File: src/rtl/lap_mem_pkg.sv
// ----------------------------------------------------------------------------
// lap_mem_pkg
// Shared constants for the lap memory: depth, word width, address width,
// port-B burst limit and the bit positions of the packed time fields
// {hour, min, sec, centisec}. Used by the stopwatch core and by lap_mem_arb.
// Also holds the arbiter's access-source and read-owner enums.
// ----------------------------------------------------------------------------
package lap_mem_pkg;

    localparam int P_DEPTH       = 30;
    localparam int P_DW          = 28;
    localparam int P_AW          = 5;
    localparam int P_B_BURST_MAX = 4;

    // Each time field is 7 bits wide; centiseconds sit in the LSBs.
    localparam int FIELD_W      = 7;
    localparam int CENTISEC_LSB = 0;
    localparam int SEC_LSB      = 7;
    localparam int MIN_LSB      = 14;
    localparam int HOUR_LSB     = 21;

    typedef struct packed {
        logic [FIELD_W-1:0] hour;
        logic [FIELD_W-1:0] minute;
        logic [FIELD_W-1:0] second;
        logic [FIELD_W-1:0] centisec;
    } lap_time_t;

    // Which requester owns the single RAM slot in the current cycle.
    typedef enum logic [1:0] {
        SRC_NONE  = 2'd0,
        SRC_A_WR  = 2'd1,
        SRC_B     = 2'd2,
        SRC_A_REF = 2'd3
    } src_e;

    // Who receives the data of a read issued last cycle.
    typedef enum logic {
        OWN_A = 1'b0,
        OWN_B = 1'b1
    } owner_e;

    function automatic lap_time_t word_to_time(input logic [P_DW-1:0] word);
        lap_time_t t;
        t.hour     = word[HOUR_LSB     +: FIELD_W];
        t.minute   = word[MIN_LSB      +: FIELD_W];
        t.second   = word[SEC_LSB      +: FIELD_W];
        t.centisec = word[CENTISEC_LSB +: FIELD_W];
        return t;
    endfunction

endpackage

File: src/rtl/lap_mem_arb_if.sv
// ----------------------------------------------------------------------------
// lap_mem_arb_if
// Bus bundle of the lap memory arbiter:
//   port A  : stopwatch core write strobe + display shadow read-back
//   port B  : dump/debug request/grant with read response and range error
//   memory  : single-port RAM command and read data
// Modports: slave = the arbiter, master = its environment (core, debug, RAM).
// ----------------------------------------------------------------------------
interface lap_mem_arb_if #(
    parameter int P_AW = lap_mem_pkg::P_AW,
    parameter int P_DW = lap_mem_pkg::P_DW
);
    // Port A
    logic            iAEn;
    logic            iAWe;
    logic [P_AW-1:0] iAAddr;
    logic [P_DW-1:0] iAWData;
    logic [P_DW-1:0] oARData;
    // Port B
    logic            iBReq;
    logic            iBWe;
    logic [P_AW-1:0] iBAddr;
    logic [P_DW-1:0] iBWData;
    logic            oBGnt;
    logic            oBRValid;
    logic [P_DW-1:0] oBRData;
    logic            oBErr;
    // RAM
    logic            oMemEn;
    logic            oMemWE;
    logic [P_AW-1:0] oMemAddr;
    logic [P_DW-1:0] oMemWData;
    logic [P_DW-1:0] iMemRData;

    modport slave (
        input  iAEn, iAWe, iAAddr, iAWData,
        output oARData,
        input  iBReq, iBWe, iBAddr, iBWData,
        output oBGnt, oBRValid, oBRData, oBErr,
        output oMemEn, oMemWE, oMemAddr, oMemWData,
        input  iMemRData
    );

    modport master (
        output iAEn, iAWe, iAAddr, iAWData,
        input  oARData,
        output iBReq, iBWe, iBAddr, iBWData,
        input  oBGnt, oBRValid, oBRData, oBErr,
        input  oMemEn, oMemWE, oMemAddr, oMemWData,
        output iMemRData
    );

endinterface

File: src/rtl/lap_arb_grant.sv
// ----------------------------------------------------------------------------
// lap_arb_grant
// Combinational priority selector for the single RAM slot.
// Priority: A-write, then B (subject to the burst limit while A is stale),
// then A-refresh read. An out-of-range B is granted without touching the RAM,
// leaving the slot to an A-refresh.
// Ports:
//   run            : low forces no grant and no RAM access (reset)
//   a_*            : port A enable/write/address/data
//   b_*            : port B request/write/address/data
//   stale, burst_ok: shadow-stale flag and "burst budget left" from the top
//   b_gnt, b_in_range, src : grant, range check, slot owner
//   mem_*          : RAM command
// ----------------------------------------------------------------------------
module lap_arb_grant
    import lap_mem_pkg::*;
#(
    parameter int P_DEPTH = lap_mem_pkg::P_DEPTH,
    parameter int P_DW    = lap_mem_pkg::P_DW,
    parameter int P_AW    = lap_mem_pkg::P_AW
) (
    input  logic            run,
    input  logic            a_en,
    input  logic            a_we,
    input  logic [P_AW-1:0] a_addr,
    input  logic [P_DW-1:0] a_wdata,
    input  logic            b_req,
    input  logic            b_we,
    input  logic [P_AW-1:0] b_addr,
    input  logic [P_DW-1:0] b_wdata,
    input  logic            stale,
    input  logic            burst_ok,
    output logic            b_gnt,
    output logic            b_in_range,
    output src_e            src,
    output logic            mem_en,
    output logic            mem_we,
    output logic [P_AW-1:0] mem_addr,
    output logic [P_DW-1:0] mem_wdata
);

    always_comb begin
        // NOTE: every output gets a default before any branch, so no path
        // through this block can leave a value held (no inferred latch).
        b_gnt      = 1'b0;
        src        = SRC_NONE;
        b_in_range = (32'(b_addr) < P_DEPTH);

        if (run) begin
            if (a_en && a_we) begin
                src = SRC_A_WR;
            end else if (b_req && (!stale || burst_ok)) begin
                b_gnt = 1'b1;
                if (b_in_range) begin
                    src = SRC_B;
                end else if (stale) begin
                    src = SRC_A_REF;
                end
            end else if (stale) begin
                src = SRC_A_REF;
            end
        end

        mem_en    = 1'b0;
        mem_we    = 1'b0;
        mem_addr  = '0;
        mem_wdata = '0;
        unique case (src)
            SRC_A_WR: begin
                mem_en    = 1'b1;
                mem_we    = 1'b1;
                mem_addr  = a_addr;
                mem_wdata = a_wdata;
            end
            SRC_B: begin
                mem_en    = 1'b1;
                mem_we    = b_we;
                mem_addr  = b_addr;
                mem_wdata = b_we ? b_wdata : '0;
            end
            SRC_A_REF: begin
                mem_en   = 1'b1;
                mem_addr = a_addr;
            end
            default: ;
        endcase
    end

endmodule

File: src/rtl/lap_mem_arb.sv
// ----------------------------------------------------------------------------
// lap_mem_arb
// Shares one single-port lap RAM between the stopwatch core (port A) and a
// dump/debug port (port B). Port A writes are never stalled; port A also owns
// a shadow register (oARData) that is refreshed from mem[iAAddr] whenever it
// may be out of date. Port B is throttled to P_B_BURST_MAX grants while a
// refresh is pending.
// Ports:
//   iClk  : clock, rising edge
//   iRstn : synchronous active-low reset
//   bus   : lap_mem_arb_if.slave (port A, port B, RAM)
// ----------------------------------------------------------------------------
module lap_mem_arb
    import lap_mem_pkg::*;
#(
    parameter int P_DEPTH       = lap_mem_pkg::P_DEPTH,
    parameter int P_DW          = lap_mem_pkg::P_DW,
    parameter int P_AW          = lap_mem_pkg::P_AW,
    parameter int P_B_BURST_MAX = lap_mem_pkg::P_B_BURST_MAX
) (
    input logic          iClk,
    input logic          iRstn,
    lap_mem_arb_if.slave bus
);

    localparam int BURST_W = $clog2(P_B_BURST_MAX + 1);

    logic               stale;
    logic [BURST_W-1:0] burst;
    logic               rd_pend;
    owner_e             rd_owner;
    logic               prev_en;
    logic [P_AW-1:0]    prev_addr;
    logic [P_DW-1:0]    ar_data;
    logic               b_err_q;

    logic               burst_ok;
    logic               b_gnt;
    logic               b_in_range;
    src_e               src;
    logic               refresh;
    logic               set_evt;
    logic               b_rvalid;

    assign burst_ok = (32'(burst) < P_B_BURST_MAX);

    lap_arb_grant #(
        .P_DEPTH (P_DEPTH),
        .P_DW    (P_DW),
        .P_AW    (P_AW)
    ) u_grant (
        .run        (iRstn),
        .a_en       (bus.iAEn),
        .a_we       (bus.iAWe),
        .a_addr     (bus.iAAddr),
        .a_wdata    (bus.iAWData),
        .b_req      (bus.iBReq),
        .b_we       (bus.iBWe),
        .b_addr     (bus.iBAddr),
        .b_wdata    (bus.iBWData),
        .stale      (stale),
        .burst_ok   (burst_ok),
        .b_gnt      (b_gnt),
        .b_in_range (b_in_range),
        .src        (src),
        .mem_en     (bus.oMemEn),
        .mem_we     (bus.oMemWE),
        .mem_addr   (bus.oMemAddr),
        .mem_wdata  (bus.oMemWData)
    );

    assign refresh = (src == SRC_A_REF);

    // Anything that can make the shadow differ from mem[iAAddr]: the
    // displayed address moved, the core wrote, B overwrote the displayed
    // entry, or the core just came up.
    assign set_evt = (bus.iAEn && (bus.iAAddr != prev_addr))
                   || (bus.iAEn && bus.iAWe)
                   || ((src == SRC_B) && bus.iBWe && (bus.iBAddr == bus.iAAddr))
                   || (bus.iAEn && !prev_en);

    always_ff @(posedge iClk) begin
        // NOTE: state registers use non-blocking assignments so every
        // register samples pre-edge values, independent of statement order.
        if (!iRstn) begin
            stale     <= 1'b1;
            burst     <= '0;
            rd_pend   <= 1'b0;
            rd_owner  <= OWN_A;
            prev_en   <= 1'b0;
            prev_addr <= '0;
            ar_data   <= '0;
            b_err_q   <= 1'b0;
        end else begin
            prev_en   <= bus.iAEn;
            prev_addr <= bus.iAAddr;

            if (set_evt) begin
                stale <= 1'b1;
            end else if (refresh) begin
                stale <= 1'b0;
            end

            if (refresh || !stale) begin
                burst <= '0;
            end else if (b_gnt && burst_ok) begin
                burst <= burst + 1'b1;
            end

            rd_pend  <= refresh || ((src == SRC_B) && !bus.iBWe);
            rd_owner <= (src == SRC_B) ? OWN_B : OWN_A;

            if (rd_pend && (rd_owner == OWN_A)) begin
                ar_data <= bus.iMemRData;
            end

            b_err_q <= b_gnt && !b_in_range;
        end
    end

    // RAM data arrives the cycle after issue, so the B response is steered
    // straight through; gating with iRstn drops a read in flight at reset.
    assign b_rvalid     = iRstn && rd_pend && (rd_owner == OWN_B);
    assign bus.oBRValid = b_rvalid;
    assign bus.oBRData  = b_rvalid ? bus.iMemRData : '0;
    assign bus.oBErr    = iRstn && b_err_q;
    assign bus.oBGnt    = b_gnt;
    assign bus.oARData  = ar_data;

endmodule

File: src/flat_wrapper.sv
// flat-port wrapper written by rule: the top's interface ports become plain ports
module lap_mem_arb_flat import lap_mem_pkg::*;
#(
    parameter int P_DEPTH       = lap_mem_pkg::P_DEPTH,
    parameter int P_DW          = lap_mem_pkg::P_DW,
    parameter int P_AW          = lap_mem_pkg::P_AW,
    parameter int P_B_BURST_MAX = lap_mem_pkg::P_B_BURST_MAX
)
  (iClk, iRstn, bus_iAEn, bus_iAWe, bus_iAAddr, bus_iAWData, bus_oARData, bus_iBReq, bus_iBWe, bus_iBAddr, bus_iBWData, bus_oBGnt, bus_oBRValid, bus_oBRData, bus_oBErr, bus_oMemEn, bus_oMemWE, bus_oMemAddr, bus_oMemWData, bus_iMemRData);
  lap_mem_arb_if #(.P_AW(P_AW), .P_DW(P_DW)) bus_i ();
  input logic iClk;
  input logic iRstn;
  input wire logic [$bits(bus_i.iAEn)-1:0] bus_iAEn;
  input wire logic [$bits(bus_i.iAWe)-1:0] bus_iAWe;
  input wire logic [$bits(bus_i.iAAddr)-1:0] bus_iAAddr;
  input wire logic [$bits(bus_i.iAWData)-1:0] bus_iAWData;
  output wire logic [$bits(bus_i.oARData)-1:0] bus_oARData;
  input wire logic [$bits(bus_i.iBReq)-1:0] bus_iBReq;
  input wire logic [$bits(bus_i.iBWe)-1:0] bus_iBWe;
  input wire logic [$bits(bus_i.iBAddr)-1:0] bus_iBAddr;
  input wire logic [$bits(bus_i.iBWData)-1:0] bus_iBWData;
  output wire logic [$bits(bus_i.oBGnt)-1:0] bus_oBGnt;
  output wire logic [$bits(bus_i.oBRValid)-1:0] bus_oBRValid;
  output wire logic [$bits(bus_i.oBRData)-1:0] bus_oBRData;
  output wire logic [$bits(bus_i.oBErr)-1:0] bus_oBErr;
  output wire logic [$bits(bus_i.oMemEn)-1:0] bus_oMemEn;
  output wire logic [$bits(bus_i.oMemWE)-1:0] bus_oMemWE;
  output wire logic [$bits(bus_i.oMemAddr)-1:0] bus_oMemAddr;
  output wire logic [$bits(bus_i.oMemWData)-1:0] bus_oMemWData;
  input wire logic [$bits(bus_i.iMemRData)-1:0] bus_iMemRData;
  assign bus_i.iAEn = bus_iAEn;
  assign bus_i.iAWe = bus_iAWe;
  assign bus_i.iAAddr = bus_iAAddr;
  assign bus_i.iAWData = bus_iAWData;
  assign bus_oARData = bus_i.oARData;
  assign bus_i.iBReq = bus_iBReq;
  assign bus_i.iBWe = bus_iBWe;
  assign bus_i.iBAddr = bus_iBAddr;
  assign bus_i.iBWData = bus_iBWData;
  assign bus_oBGnt = bus_i.oBGnt;
  assign bus_oBRValid = bus_i.oBRValid;
  assign bus_oBRData = bus_i.oBRData;
  assign bus_oBErr = bus_i.oBErr;
  assign bus_oMemEn = bus_i.oMemEn;
  assign bus_oMemWE = bus_i.oMemWE;
  assign bus_oMemAddr = bus_i.oMemAddr;
  assign bus_oMemWData = bus_i.oMemWData;
  assign bus_i.iMemRData = bus_iMemRData;
  lap_mem_arb #(.P_DEPTH(P_DEPTH), .P_DW(P_DW), .P_AW(P_AW), .P_B_BURST_MAX(P_B_BURST_MAX)) u_core (.iClk(iClk), .iRstn(iRstn), .bus(bus_i));
endmodule
File: config.mk
export PLATFORM = sky130hd
export DESIGN_NAME = lap_mem_arb_flat
export DESIGN_NICKNAME = d
export VERILOG_FILES = /design/src/rtl/lap_mem_pkg.sv /design/src/rtl/lap_mem_arb_if.sv /design/src/rtl/lap_arb_grant.sv /design/src/rtl/lap_mem_arb.sv /design/src/flat_wrapper.sv
export SDC_FILE = /design/constraint.sdc
export NUM_CORES = 1
export LEC_CHECK = 0
export BUFFER_PORTS_ARGS = -buffer_cell sky130_fd_sc_hd__buf_2
export CAP_MARGIN = 5
export CELL_PAD_IN_SITES_DETAIL_PLACEMENT = 0
export CELL_PAD_IN_SITES_GLOBAL_PLACEMENT = 2
export CORE_UTILIZATION = 16
export DETAILED_ROUTE_END_ITERATION = 7
export PLACE_DENSITY = 0.74
export SETUP_SLACK_MARGIN = 0.3
export SLEW_MARGIN = 20
export SYNTH_ARGS = -nofsm -noshare
export SYNTH_HDL_FRONTEND = slang
export SYNTH_SLANG_ARGS = --single-unit
File: constraint.sdc
create_clock -name iClk -period 1.95 [get_ports iClk]
set_input_delay 0.2925 -clock iClk [delete_from_list [all_inputs] [get_ports iClk]]
set_output_delay 0.2925 -clock iClk [all_outputs]
set_load 0.02 [all_outputs]
# == Yosys cells after proc, flatten, opt, wreduce, memory -nomap -nowiden ==
# Cells that the tools add are included.
# op_classes
n_addsub,1
order_cmp,2
n_eq_ne,5
muxes,15
bitwise,2
n_reduce_logical,27
# op_table
op,count
28-bit two-way mux,2
28-bit one-hot mux with 2 select lines,1
1-bit logical AND,13
2-bit two-way mux,5
5-bit one-hot mux with 2 select lines,1
1-bit logical OR,6
2-bit OR reduction,3
5-bit equality test,1
"5-bit less-than comparator, second input constant",1
1-bit two-way mux,5
5-bit != test,1
"2-bit equality test, second input constant",2
1-bit logical NOT,4
"3-bit by 1-bit adder with 3-bit output, second input constant",1
"3-bit less-than comparator, second input constant",1
3-bit OR reduction,1
"2-bit by 1-bit equality test with 1-bit output, second input constant",1
1-bit inverter,2
1-bit one-hot mux with 2 select lines,1
# word_totals
register_bits,41
input_bits,100
output_inout_bits,94
elab_cells,60

# == Longest topological paths before layout ==
# Gate-level depths: netlist of run 1.
# depth
ltp_word,12
depth_mapped,9

# == By module ==
# From an unflattened synthesis of run 1, not the netlist that was laid out.
# unflattened
cells_unflattened,304
area_unflattened_um2,2432.3
# modules_own_cells
module,n_inst,cells_per_inst,area_per_inst_um2,seq_area_each_um2
lap_mem_arb,1,210,1778.0,820.8
lap_arb_grant,1,94,654.4,0.0

# == Worst setup path after synthesis of run 1 ==
# Ideal clock, no wire load.
# synth_timing
path_kind,input -> output
start,in bus_iBReq
end,out bus_oMemWData[16]
arrival_ps,1943
required_ps,1657
path_slack_ps,-286
path_stages,7
n_path_buf,2
cell_sequence,nor2b_1 -> a311oi_4 -> ha_1 -> clkbuf_1 -> buf_2 -> a22oi_1 -> nor2_1
# synth_via
elab_chain_cells,6
# synth_rtl
item,line,rtl
start: declaration,flat_wrapper.sv:18,input wire logic [$bits(bus_i.iBReq)-1:0] bus_iBReq;
1-bit logical AND *,lap_arb_grant.sv:52,end else if (b_req && (!stale || burst_ok)) begin
2-bit two-way mux *,lap_arb_grant.sv:52,
2-bit two-way mux *,lap_arb_grant.sv:50,if (a_en && a_we) begin
2-bit two-way mux *,lap_arb_grant.sv:49,if (run) begin
2-bit equality test or 2-bit by 1-bit equality test with 1-bit output (tied branches),lap_arb_grant.sv:68,unique case (src)
28-bit one-hot mux with 2 select lines *,lap_arb_grant.sv:68,
end: declaration,flat_wrapper.sv:29,output wire logic [$bits(bus_i.oMemWData)-1:0] bus_oMemWData;
# Every way passes the cells marked *; elsewhere a longest branch is shown, timed or not.

# == Final worst setup path of run 1 ==
# layout_timing
start,reg u_core.burst[2]
end,out bus_oMemWData[10]
# layout_via
elab_chain_cells,8
# layout_rtl
item,line,rtl
start: declaration,lap_mem_arb.sv:29,logic [BURST_W-1:0] burst;
start signal: assignment,lap_mem_arb.sv:107,burst <= burst + 1'b1;
3-bit less-than comparator *,lap_mem_arb.sv:45,assign burst_ok = (32'(burst) < P_B_BURST_MAX);
1-bit logical OR *,lap_arb_grant.sv:52,
1-bit logical AND *,lap_arb_grant.sv:52,
2-bit two-way mux *,lap_arb_grant.sv:52,
2-bit two-way mux *,lap_arb_grant.sv:50,
2-bit two-way mux *,lap_arb_grant.sv:49,
2-bit equality test or 2-bit by 1-bit equality test with 1-bit output (tied branches),lap_arb_grant.sv:68,
28-bit one-hot mux with 2 select lines *,lap_arb_grant.sv:68,
# Marks and branches as above.

==> results of run 1 <==
## cells in the final DEF (no fill, tap or decap), types with 2 or more instances in the layout
cell and n:
a21oi_1 30, a22oi_1 2, a22oi_2 31, and2_1 36
and2_4 4, buf_12 4, buf_2 163, buf_4 33
buf_6 20, clkbuf_16 6, dfxtp_1 38, dfxtp_2 3
ha_1 2, ha_4 3, inv_1 3, inv_2 2
nand2_1 60, nor2_1 15, nor2_2 9, nor2_4 15
nor2b_2 2, xnor2_1 6, xor2_1 5
## sequential cells by signal (all words and copies together) (netlist names)
register / cells
u_core.burst: 3
u_core.rd_pend: 1
u_core.rd_owner: 1
u_core.prev_addr: 5
u_core.bus.oARData: 28
u_core.stale: 1
u_core.prev_en: 1
u_core.b_err_q: 1
## critical path: stages (launching register included)
cell and delay [ns]:
dfxtp_2 0.33, nor2b_2 0.05, a311oi_4 0.35, buf_6 0.16, ha_4 0.18, clkbuf_16 0.18, a22oi_1 0.09, nor2_1 0.11
buf_4 0.15
## Yosys cell counts, types with 2 or more instances
master and count:
xnor2_1 6, dfxtp_1 41, nor2_1 39, a22oi_1 33
ha_1 5, and2_1 37, a21oi_1 31, buf_2 12
nand2_1 60, nor2b_1 2, and3_1 2, xor2_1 5
nand3_1 2, clkbuf_1 9, inv_1 5
## cell families after synthesis
kind of cell    Yosys count
fa+ha+maj                 5
flops                    41
mux                       1
buf+inv                  27
xor+xnor                 11
simple gates            151
compound gates           67
## what timing repair did
action | 4_1_cts | 5_1_grt
cloned | 3 | 2
resized for setup | 51 | 36
endpoints found under the setup margin | 39 | 67
pin swaps | 15 | 6
endpoints found under the hold margin | 0 | 0
setup buffers | 6 | 0
hold buffers | 0 | 0
## metal layers
metal  part of all wire, %  vias to the layer above
li1                      -                     1429
met3                   7.2                        7
met5                     0                        -
met2                    53                      130
met4                   1.6                        0
met1                    38                     1319
## report_power, final
group | internal, W | switching (W)
Sequential | 0.000872 | 0.0000160
Clock | 0.000503 | 0.000320
Combinational | 0.000361 | 0.000418
Total | 0.00174 | 0.000754
## cell type report
type	count	area, um^2	share of cell area (%)
tap	180	225	5.18
clock buffer	7	143	3.28
sequential	41	825	19.0
timing repair buffer	222	1420	32.7
inverter	5	18.8	0.432
multi-input combinational	238	1720	39.5
## worst max path at each step
stage                          from                end  slack [ns]  depth (start not counted)
floorplan             bus_iBAddr[2]  bus_oMemWData[12]       -0.07                          8
global placement      bus_iBAddr[1]  bus_oMemWData[13]       -0.22                         10
detailed placement    bus_iBAddr[2]   bus_oMemWData[6]       -0.26                          7
CTS                 u_core.burst[2]   bus_oMemWData[1]       -0.21                          8
global route        u_core.burst[2]  bus_oMemWData[10]       -0.34                          8
finish              u_core.burst[2]  bus_oMemWData[10]       -0.23                          8
## per-stage QoR
stage / utilization [%] / instance area (um^2) / hold slack, ns / power [W] / setup slack (ns)
global route: 31.5 / 4350 / 0.251 / 0.00263 / -0.338
global placement: 27.3 / 3770 / 0.439 / 0.00154 / -0.225
floorplan: - / 2530 / 0.420 / 0.00129 / -0.0673
finish: 31.5 / 4350 / 0.256 / 0.00249 / -0.235
CTS: 30.3 / 4190 / 0.247 / 0.00250 / -0.211
detailed placement: 27.3 / 3770 / 0.446 / 0.00155 / -0.256
==> run metrics, run 1 <==
largest area contributor in the netlist=dfxtp_1; failing checks=setup timing; largest family of logic cells by synthesized area=simple AND/OR/NAND/NOR gates; CTS tree=done; via density per instance=4.16; power per cell area=573 nW/um^2; via count=2885; ratio of cells with drive above 1 in the final layout=59.5%; final setup violation count=35; XOR/XNOR share of the synthesized area=4.27%; clock root cell=clkbuf_16; reg2reg start=u_core.burst[2]; M1 GR Usage=12.3%; worst slew pin tran=0.353 ns; grt peak-use layer=met2; Final Cycle Share=112%; post-synth cell types=29; boundary pin count=194; routability congestion estimate=0.739; initial core utilization=16.3%; Num CTS Buffers=5; simple logic cell fraction of the synthesized area=31.4%; Worst Skew=0.00250 ns; PnR worst setup slack=-0.235 ns; FILL cells=1473; adder-cell share of the synthesized area=2.77%; Final Critical Period=2.18 ns; Post-synth EDFFs=0; WL final=8660 um; hold_sp=bus_iMemRData[22]; Setup CP Type=reg2out; RSZ-0062 raised after global routing=true; Reg-to-Reg End=u_core.burst[0]; reg-to-reg slack, setup=0.23 ns; num rows=43; Yosys reg bits=41; VDD IR-drop max=364 uV; hold path depth=3; CTS HTree Levels=2; setup TNS=-6.28 ns; Max-cap violations=0; fin cells=693; layout net count=618; Die X=121 um; die area=14600 um^2; Mapped Avg Cell Area=7.45 um^2; final number of max-transition violations=0; Synth Net Count=408; GRT Util Overall=11.4%; largest net degree at the start of global routing=31; top cell type's share of synthesized area=36.3%; Core ar.=13800 um^2; cell area after synthesis=2260 um^2; Area contributors post-synth=dfxtp_1 (36%), a22oi_1 (11%), and2_1 (10%), nand2_1 (10%), a21oi_1 (6.9%); First-pass DRT Iterations=6; first-pass GRT wire length=12900 um; GRT overflow=0; Worst Hold Class=in2reg; max_slew headroom=76.5%; P&R area growth vs syn=92.6%; most used flip-flop cell after synthesis=dfxtp_1; CTS Buffer Depth=2; Pleak=1.99 nW; Post-DRT Antenna Nets=0; Compound-Gate Fraction of Synth Area=19.6%; DP Cell Count=675; vias in the first global route=2658; Clk Latency, worst-skew pair=0.28 ns; clk slew on worst S/H paths=0.06 ns; number of diodes=0; WHS Endpoint=u_core.bus.oARData[22]; status=finished, violations left; Worst EP required=1.66 ns; startpoint types=flip-flop; R2R cell count=7; DR WL/cell=12.5 um; Final Hold Viols=0; Setup crit end kind=output port; CP arrival=1.89 ns; drc violations=0; sequential element share of the synthesized area=36.3%; PortBufs=193; fmax=458 MHz; asr flop ratio synth=0%; Die Y=121 um; met3 usage=2.92%; Cells after Synth=303; Global Route met2 Usage=21.0%; final HPWL from detailed placement=6140 um; mux contribution to synthesized area=0.443%; maximum fanout along the worst path=9; warnings from Yosys=0; initial antenna violation count=0; drt initial violations=97; Sink Count=41
Power figures use the tool's default switching activity.
==> inputs of run 2 (changes only) <==
CORE_UTILIZATION = 18   (was 16)
PLACE_DENSITY = 0.79   (was 0.74)
clock period = 2.05 ns   (was 1.95 ns; I/O delays follow)
==> run 2 against run 1 <==
Against the previous run:
- the run still ends with setup timing left
- count of clock-buffer cells in the layout stayed put
- highest routed layer unchanged
- power is 5.4% lower
- sequential share of layout area is 0.10 points higher
- global-route usage is 1.5 points higher
- critical path type unchanged
- via count is 0.55% lower
==> run metrics, run 2 (synthesized netlist as in run 1, its figures left out) <==
status=finished, violations left; failing checks=setup timing; ratio of cells with drive above 1 in the final layout=57.9%; Die Y=114 um; most common cell after layout, fill and taps aside=buf_2; Core ar.=12100 um^2; most frequent cells in the layout=buf_2 (161), nand2_1 (60), dfxtp_1 (39); Post-DRT Antenna Nets=0; drt initial violations=108; power per cell area=546 nW/um^2; fmax=455 MHz; final HPWL from detailed placement=6040 um; Clk Latency, worst-skew pair=0.27 ns; maximum fanout along the worst path=7; Critical Path Source=u_core.burst[2]; WHS=0.279 ns; VDD IR-drop max=319 uV; max_slew headroom=66.5%; Final Cycle Share=107%; routability congestion estimate=0.744; drc violations=0; Worst EP required=1.74 ns; R2R cell count=9; WL final=8620 um; final number of max-transition violations=0; final setup violation count=34; CP arrival=1.89 ns; RSZ-0062 raised after global routing=true; GRT Util Overall=12.9%; Pleak=1.99 nW; largest net degree at the start of global routing=31; initial core utilization=18.6%; CTS Buffer Depth=2; via density per instance=4.23; P&R area growth vs syn=91.2%; reg-to-reg slack, setup=0.31 ns; Worst Hold Class=in2reg; CTS tree=done; Num CTS Buffers=5; Final Critical Period=2.20 ns; hold_buf cts=0; dpl ws=-0.200 ns; Sink Count=41; Final Hold Viols=0; clock root cell=clkbuf_16; Setup crit end kind=output port; number of diodes=0; Max-cap violations=0; layout net count=616; vias in the first global route=2751; clk slew on worst S/H paths=0.06 ns; startpoint types=flip-flop; Setup CP Type=reg2out; first-pass GRT wire length=13100 um; worst slew pin tran=0.503 ns; Die X=114 um; First-pass DRT Iterations=4; PortBufs=193; Reg-to-Reg End=u_core.stale; PnR worst setup slack=-0.150 ns; Worst Skew=0.00403 ns; Critical Path Sink=bus_oMemWData[27]; num rows=40; max reg flops=28; reg2reg start=u_core.burst[2]; GRT overflow=0; boundary pin count=194; via count=2869; initial antenna violation count=0; DR WL/cell=12.7 um; CTS HTree Levels=2; die area=13000 um^2
## run 2: timing repair
action / in CTS / in global routing
pin swaps: 17 / 24
gates resized for setup: 65 / 20
setup endpoints to repair: 35 / 43
cloned: 6 / 1
setup buffers: 6 / 1
## run 2: layer usage
layer  wire [um]  track usage, %
met1        3410            14.2
met2        4450            24.2
met3         638            3.13
met4         115            3.90
met5           0               0
## run 2: worst min path at each step
stage / startpoint / to / slack (ns) / depth (start not counted)
after floorplan: bus_iAAddr[0] / u_core.prev_addr[0] / 0.43 / 1
after global placement: u_core.bus.oARData[24] / u_core.bus.oARData[24] / 0.44 / 2
after detailed placement: u_core.bus.oARData[18] / u_core.bus.oARData[18] / 0.45 / 2
after CTS: bus_iMemRData[10] / u_core.bus.oARData[10] / 0.27 / 3
after global routing: bus_iMemRData[10] / u_core.bus.oARData[10] / 0.27 / 3
final: bus_iMemRData[10] / u_core.bus.oARData[10] / 0.28 / 3
## run 2: report_power, final
group,switching [W],total (W),leakage [nW],internal [W]
clock,0.000286,0.000764,0.0700,0.000478
sequential,0.0000145,0.000844,0.334,0.000830
combinational,0.000399,0.000749,1.59,0.000350
## run 2: area by class of cell
| cell class | instances | area, um^2 |
|---|---|---|
| Tap cell | 168 | 210 |
| Multi-Input combinational cell | 238 | 1680 |
| Fill cell | 1289 | 7790 |
| Sequential cell | 41 | 823 |
| Timing Repair Buffer | 220 | 1450 |
| Inverter | 5 | 18.8 |
| Clock buffer | 7 | 143 |
## run 2: critical path, stage by stage, from the launching register on
cell	delay [ns]
dfxtp_2	0.33
nor2b_2	0.05
a311oi_4	0.34
buf_6	0.16
ha_4	0.22
buf_16	0.15
a22oi_1	0.09
nor2_1	0.13
buf_4	0.15
## run 2: per-stage QoR
stage	setup TNS [ns]	util (%)	area, um^2	power [W]	instances
final	-3.41	35.7	4320	0.00236	679
after global routing	-6.36	35.7	4320	0.00249	679
after CTS	-3.78	34.7	4200	0.00237	677
after detailed placement	-5.20	30.6	3710	0.00146	658
after global placement	-4.63	30.6	3710	0.00146	658
after floorplan	0	-	2530	0.00123	303
